**src/rtl/trainled_pkg.sv**
```systemverilog
// Shared types and width helpers for the multi-chain pulse-width LED decoder.
// Latency: n/a (types only). Backpressure: n/a.
// Holds the node FSM state encoding and the clog2-based counter width helper.
package trainled_pkg;

    typedef enum logic [1:0] {
        ST_IDLE = 2'd0,
        ST_HIGH = 2'd1,
        ST_LOW  = 2'd2,
        ST_FWD  = 2'd3
    } node_state_t;

    // Bits needed to hold values 0..max_val.
    function automatic int cnt_width(input int max_val);
        return (max_val < 1) ? 1 : $clog2(max_val + 1);
    endfunction

endpackage

```
**src/rtl/trainled_multi_if.sv**
```systemverilog
// Pin-level bundle of the LED chains: serial inputs, forwarded outputs and PWM outputs.
// Latency: n/a (wires only). Backpressure: none, the serial protocol is purely timed.
// The master side drives din; the slave side (the decoder) drives dout and led.
interface trainled_multi_if #(
    parameter int NCH  = 2,
    parameter int NLED = 3
);
    logic [NCH-1:0]      din;
    logic [NCH-1:0]      dout;
    logic [NCH*NLED-1:0] led;

    modport master (output din, input dout, input led);
    modport slave  (input din, output dout, output led);
endinterface

```
**src/rtl/trainled_node.sv**
```systemverilog
// One daisy-chain node: decodes a pulse-width stream, keeps the first frame, forwards the rest.
// Latency: din to dout 3 clk while forwarding; new duty applies at the PWM wrap after frame timeout.
// Backpressure: none; the stream is consumed at line rate and the outputs are free-running.
module trainled_node
    import trainled_pkg::*;
#(
    parameter int NLED      = 3,
    parameter int PWM_W     = 8,
    parameter int T1_CYC    = 8,
    parameter int MIN_PULSE = 2,
    parameter int IDLE_CYC  = 64
) (
    input  logic             clk,
    input  logic             rst_n,
    input  logic             din,
    input  logic [PWM_W-1:0] cnt,
    input  logic             wrap,
    output logic             dout,
    output logic [NLED-1:0]  led
);
    localparam int FRAME_BITS = NLED * PWM_W;
    localparam int LEN_W      = cnt_width(IDLE_CYC);
    localparam int BC_W       = cnt_width(FRAME_BITS);

    logic                  s1, ds, ds_prev;
    logic [LEN_W-1:0]      len;
    logic [BC_W-1:0]       bitcnt;
    logic [FRAME_BITS-1:0] shreg, pending, duty;
    node_state_t           state, state_nxt;
    logic                  rise, fall, low_tmo, shift_en, frame_end;

    assign rise    = ds & ~ds_prev;
    assign fall    = ~ds & ds_prev;
    assign low_tmo = ~ds & ~ds_prev & (len == LEN_W'(IDLE_CYC));

    // len holds how long ds_prev has been at its level, so on a fall it is the pulse width.
    always_ff @(posedge clk or negedge rst_n) begin
        if (!rst_n) begin
            s1      <= 1'b0;
            ds      <= 1'b0;
            ds_prev <= 1'b0;
            len     <= '0;
        end else begin
            s1      <= din;
            ds      <= s1;
            ds_prev <= ds;
            if (ds != ds_prev)
                len <= LEN_W'(1);
            else if (len != {LEN_W{1'b1}})
                len <= len + 1'b1;
        end
    end

    always_ff @(posedge clk or negedge rst_n) begin
        if (!rst_n)
            state <= ST_IDLE;
        else
            state <= state_nxt;
    end

    always_comb begin
        state_nxt = state;
        shift_en  = 1'b0;
        frame_end = 1'b0;
        case (state)
            ST_IDLE: if (rise) state_nxt = ST_HIGH;
            ST_HIGH: begin
                if (fall) begin
                    state_nxt = ST_LOW;
                    if (len >= LEN_W'(MIN_PULSE)) begin
                        shift_en = 1'b1;
                        if (bitcnt == BC_W'(FRAME_BITS - 1))
                            state_nxt = ST_FWD;
                    end
                end
            end
            ST_LOW: begin
                if (rise) begin
                    state_nxt = ST_HIGH;
                end else if (low_tmo) begin
                    frame_end = 1'b1;
                    state_nxt = ST_IDLE;
                end
            end
            ST_FWD: begin
                if (low_tmo) begin
                    frame_end = 1'b1;
                    state_nxt = ST_IDLE;
                end
            end
            default: state_nxt = ST_IDLE;
        endcase
    end

    always_ff @(posedge clk or negedge rst_n) begin
        if (!rst_n) begin
            bitcnt  <= '0;
            shreg   <= '0;
            pending <= '0;
            duty    <= '0;
            dout    <= 1'b0;
            led     <= '0;
        end else begin
            if (shift_en) begin
                shreg  <= {shreg[FRAME_BITS-2:0], (len >= LEN_W'(T1_CYC))};
                bitcnt <= bitcnt + 1'b1;
            end
            // Only a complete frame reaches pending; partial frames are dropped here.
            if (frame_end) begin
                if (bitcnt == BC_W'(FRAME_BITS))
                    pending <= shreg;
                bitcnt <= '0;
            end
            if (wrap)
                duty <= pending;
            dout <= (state == ST_FWD) & ds;
            for (int k = 0; k < NLED; k++)
                led[k] <= (cnt < duty[FRAME_BITS-1-k*PWM_W -: PWM_W]);
        end
    end

endmodule

```
**src/rtl/trainled_multi.sv**
```systemverilog
// NCH independent LED chain nodes sharing one free-running PWM counter.
// Latency: din to dout 3 clk in forwarding; duty changes only at the counter wrap.
// Backpressure: none; every channel decodes its pin stream at line rate.
module trainled_multi
    import trainled_pkg::*;
#(
    parameter int NCH       = 2,
    parameter int NLED      = 3,
    parameter int PWM_W     = 8,
    parameter int T1_CYC    = 8,
    parameter int MIN_PULSE = 2,
    parameter int IDLE_CYC  = 64
) (
    input  logic             clk,
    input  logic             rst_n,
    trainled_multi_if.slave  bus
);
    logic [PWM_W-1:0]    cnt;
    logic                wrap;
    logic [NCH-1:0]      dout_w;
    logic [NCH*NLED-1:0] led_w;

    // wrap marks the edge on which cnt goes all-ones -> 0.
    assign wrap = (cnt == {PWM_W{1'b1}});

    always_ff @(posedge clk or negedge rst_n) begin
        if (!rst_n)
            cnt <= '0;
        else
            cnt <= cnt + 1'b1;
    end

    for (genvar c = 0; c < NCH; c++) begin : g_node
        trainled_node #(
            .NLED      (NLED),
            .PWM_W     (PWM_W),
            .T1_CYC    (T1_CYC),
            .MIN_PULSE (MIN_PULSE),
            .IDLE_CYC  (IDLE_CYC)
        ) u_node (
            .clk   (clk),
            .rst_n (rst_n),
            .din   (bus.din[c]),
            .cnt   (cnt),
            .wrap  (wrap),
            .dout  (dout_w[c]),
            .led   (led_w[c*NLED +: NLED])
        );
    end

    assign bus.dout = dout_w;
    assign bus.led  = led_w;

endmodule

```
**src/flat_wrapper.sv**
```systemverilog
// flat-port wrapper written by rule: the top's interface ports become plain ports
module trainled_multi_flat import trainled_pkg::*;
#(
    parameter int NCH       = 2,
    parameter int NLED      = 3,
    parameter int PWM_W     = 8,
    parameter int T1_CYC    = 8,
    parameter int MIN_PULSE = 2,
    parameter int IDLE_CYC  = 64
)
  (clk, rst_n, bus_din, bus_dout, bus_led);
  trainled_multi_if #(.NCH(NCH), .NLED(NLED)) bus_i ();
  input  logic clk;
  input  logic rst_n;
  input wire logic [$bits(bus_i.din)-1:0] bus_din;
  output wire logic [$bits(bus_i.dout)-1:0] bus_dout;
  output wire logic [$bits(bus_i.led)-1:0] bus_led;
  assign bus_i.din = bus_din;
  assign bus_dout = bus_i.dout;
  assign bus_led = bus_i.led;
  trainled_multi #(.NCH(NCH), .NLED(NLED), .PWM_W(PWM_W), .T1_CYC(T1_CYC), .MIN_PULSE(MIN_PULSE), .IDLE_CYC(IDLE_CYC)) u_core (.clk(clk), .rst_n(rst_n), .bus(bus_i));
endmodule
```
**config.mk**
```make
export PLATFORM = sky130hd
export DESIGN_NAME = trainled_multi_flat
export DESIGN_NICKNAME = d
export VERILOG_FILES = /design/src/rtl/trainled_pkg.sv /design/src/rtl/trainled_multi_if.sv /design/src/rtl/trainled_node.sv /design/src/rtl/trainled_multi.sv /design/src/flat_wrapper.sv
export SDC_FILE = /design/constraint.sdc
export NUM_CORES = 1
export LEC_CHECK = 0
export CAP_MARGIN = 20
export CORE_ASPECT_RATIO = 1.5
export CORE_MARGIN = 2
export CORE_UTILIZATION = 65
export CTS_BUF_LIST = sky130_fd_sc_hd__clkbuf_4
export CTS_CLUSTER_SIZE = 28
export DETAILED_ROUTE_END_ITERATION = 16
export PLACE_DENSITY_LB_ADDON = 0.3
export SLEW_MARGIN = 20
export SYNTH_ARGS = -nofsm -noshare
export SYNTH_HDL_FRONTEND = slang
export SYNTH_SLANG_ARGS = --single-unit
```
**constraint.sdc**
```tcl
create_clock -name clk -period 5.4 [get_ports clk]
set_clock_uncertainty 0.1 [all_clocks]
set_input_delay 1.35 -clock clk [delete_from_list [all_inputs] [get_ports clk]]
set_output_delay 1.35 -clock clk [all_outputs]
set_load 0.1 [all_outputs]
```
==> results.yml <==
run_status:
  status: "complete, no violations"
placed_design:
  dp_slack_ps: 2500
  dp_hpwl_mm: 10.3
  post_dp_cell_area_um2: 9130
  gp_congestion: 0.774
  port_buffers: 11
cts:
  cts_sinks: 194
  h-tree-depth: 4
  insertion_delay_ps: 560
  numCtsBuffers: 17
  clockBufferDepth: 2
  cts_root_buffer: "clkbuf_4"
  cts_tree: "yes"
  cts_resized: 0
  hold_buffers: 0
  clk_pin_slew_ps: 150
  postCtsSetupBuffers: 0
grt:
  grt_usage: 0.222
  use_met2: 0.378
  grt-ovfl-total: 0
  antenna_found_initial: 1
  grt_use_met1: 0.274
  grt_busiest_layer: "met2"
  grt_pass1_vias: 5502
  grt_pass1_wl_mm: 25.8
  grt_max_degree: 121
  grt_util_met3: 0.0421
sta:
  fin_crit_ps: 3490
  hold_viol: 0
  slew_violations: 0
  setup_violations: 0
  worstMarginPinSlew_ps: 978
  fin_crit_sh: 0.647
  max_freq_mhz: 286
  setup_tns_ps: 0
  timing.hold.ws_ps: 267
  fin_ws_ps: 1910
  rsz0062_at_grt: "no"
  slew_headroom: 0.346
logic_synthesis:
  muxShareOfSynthArea: 0.194
  ys_types: 54
  synth_top_family_by_area: "multiplexers"
  netlist_area_um2: 8910
  synthSimpleGateAreaFrac: 0.0718
  synth-edff-count: 0
  synthAdderAreaFrac: 0.0815
  yosys_register_bits: 194
  syn_area_per_cell_um2: 13.3
  synth-xor-area-share: 0.0118
  async_flop_share: 1.00
  synth_compound_area_frac: 0.0560
  yosys_warnings: 0
  synthCells: 668
  seq_area_frac_synth: 0.545
  syn-num-nets: 730
  synth_ff_type: "dfrtp_1"
drt:
  vias: 5052
  wire_per_inst_um: 17.3
  drtIter0Drc: 141
  drt-total-wl_mm: 14.8
  drc_errors: 0
  viasPerCell: 5.89
  postRouteAntennaNets: 0
  dr.pass1.iters: 4
worst_hold_path:
  hold_path_end: "u_core.g_node[1].u_node.ds$_DFF_PN0_"
  hp-class: "flip-flop to flip-flop"
  hold_start: "u_core.g_node[1].u_node.s1$_DFF_PN0_"
  hold_path_depth: 0
setup_path:
  ff2ff_path_depth: 5
  cp.buffers_inverters: 1
  crit_path_top_delay_cell: "clkdlybuf4s50_1"
  arrival_ps: 2040
  reg2reg_to: "u_core.g_node[0].u_node.duty[9]$_DFFE_PN0N_"
  crit_path_max_fanout: 1
  reg2reg_from: "u_core.cnt[3]$_DFF_PN0_"
  crit_type: "flip-flop to output port"
  r2r_setup_slack_ps: 2770
  slowest_delay_ps: 1130
  start_kind: "flip-flop"
  critPathTopFamily: "buffers and inverters"
  crit_chain: "clkdlybuf4s50_1"
  crit_required_ps: 3950
  crit_path_end_kind: "output port"
floorplanning:
  core_um2: 13500
  ios: 12
  initial_utilization: 0.661
  fp.dieW_um: 99.6
  rows: 52
  dieArea_um2: 14700
  die_h_um: 147
power_and_ir_drop:
  p_total_w: 0.00262
  ir_worst_vdd_mv: 0.178
  power_density_nw_per_um2: 277
  p_leak_nw: 4.62
final_layout:
  final_nets: 746
  area_growth_pct: 6.25
  drive_gt1_frac: 0.275
  fin_area_um2: 9460
job:
  cap_violations: 0
[state kept, by name (all words and copies together) (netlist names)]
signal	cells
u_core.g_node.u_node.shreg	48
u_core.g_node.u_node.bitcnt	10
u_core.g_node.u_node.state	4
u_core.g_node.u_node.len	14
u_core.g_node.u_node.led	6
u_core.g_node.u_node.duty	48
u_core.g_node.u_node.pending	48
u_core.g_node.u_node.dout	2
u_core.cnt	8
u_core.g_node.u_node.ds	2
u_core.g_node.u_node.s1	2
u_core.g_node.u_node.ds_prev	2
[cells in the final DEF (no fill, tap or decap), types with 11 or more instances in the layout]
| cell type | Yosys | final |
|---|---|---|
| clkbuf_4 | 0 | 17 |
| nand4_1 | 12 | 12 |
| nor2_1 | 22 | 22 |
| nand3_1 | 12 | 12 |
| nand2b_1 | 11 | 11 |
| a21o_1 | 18 | 18 |
| inv_1 | 57 | 57 |
| a21oi_1 | 14 | 14 |
| ha_1 | 58 | 58 |
| mux2_4 | 20 | 20 |
| mux2_2 | 122 | 122 |
| nand2_1 | 18 | 18 |
| dfrtp_1 | 194 | 194 |
[how the worst max path moves through the flow]
stage,to,from,cells after the start,slack [ps]
after floorplan,bus_led[0],u_core.g_node[0].u_node.led[0]$_DFF_PN0_,0,3070
after global placement,bus_dout[0],u_core.g_node[0].u_node.dout$_DFF_PN0_,1,2510
after detailed placement,bus_led[2],u_core.g_node[0].u_node.led[2]$_DFF_PN0_,1,2500
after CTS,bus_dout[0],u_core.g_node[0].u_node.dout$_DFF_PN0_,1,1850
after global routing,bus_dout[0],u_core.g_node[0].u_node.dout$_DFF_PN0_,1,1820
final,bus_dout[0],u_core.g_node[0].u_node.dout$_DFF_PN0_,1,1910
[cells by family after synthesis]
group           count (synthesis)
compound gates                 72
xor+xnor                       12
fa+ha+maj                      58
buf+inv                        76
flops                         194
mux                           147
simple gates                  109
[where the power goes]
group	internal, W	leakage [nW]	switching, W	total (W)
clock	0.000410	0.167	0.000465	0.000875
combinational	0.0000738	1.80	0.000126	0.000200
sequential	0.00150	2.65	0.0000529	0.00155
total	0.00198	4.62	0.000644	0.00262
[per-layer routing]
layer  vias up  share of wire
li1       2384              -
met1      2568           0.42
met2        70           0.53
met3        30          0.023
met4         0          0.026
met5         -              0
[Yosys cell counts, types with 3 or more instances]
library cell / n / area (um^2)
a21o_1: 18 / 135
ha_1: 58 / 726
nor2_1: 22 / 82.6
buf_2: 4 / 20.0
mux2_4: 20 / 300
a31oi_1: 6 / 37.5
buf_4: 9 / 67.6
dfrtp_1: 194 / 4850
nand4_1: 12 / 75.1
and3_1: 7 / 43.8
inv_1: 57 / 214
o31a_1: 6 / 52.6
o21ai_0: 5 / 25.0
nand3_1: 12 / 60.1
nand2_1: 18 / 67.6
o21bai_1: 3 / 22.5
mux2i_1: 5 / 50.1
nand2b_1: 11 / 68.8
a211oi_1: 8 / 60.1
xnor2_1: 10 / 87.6
and2_1: 3 / 18.8
a21oi_1: 14 / 70.1
mux2_2: 122 / 1370
[metrics by stage]
step | utilization | cells
floorplan | - | 668
global placement | 0.678 | 827
detailed placement | 0.678 | 827
CTS | 0.703 | 856
global route | 0.703 | 857
finish | 0.703 | 857
[final cells by class]
type                       count  area [um^2]
antenna                        1         2.50
clock buffer                  17          128
clock inverter                12          204
fill                         943         4000
inverter                      57          214
multi-input combinational    398         3690
sequential                   194         4850
tap                          162          203
timing repair buffer          16          164
(Power assumes the default switching activity.)
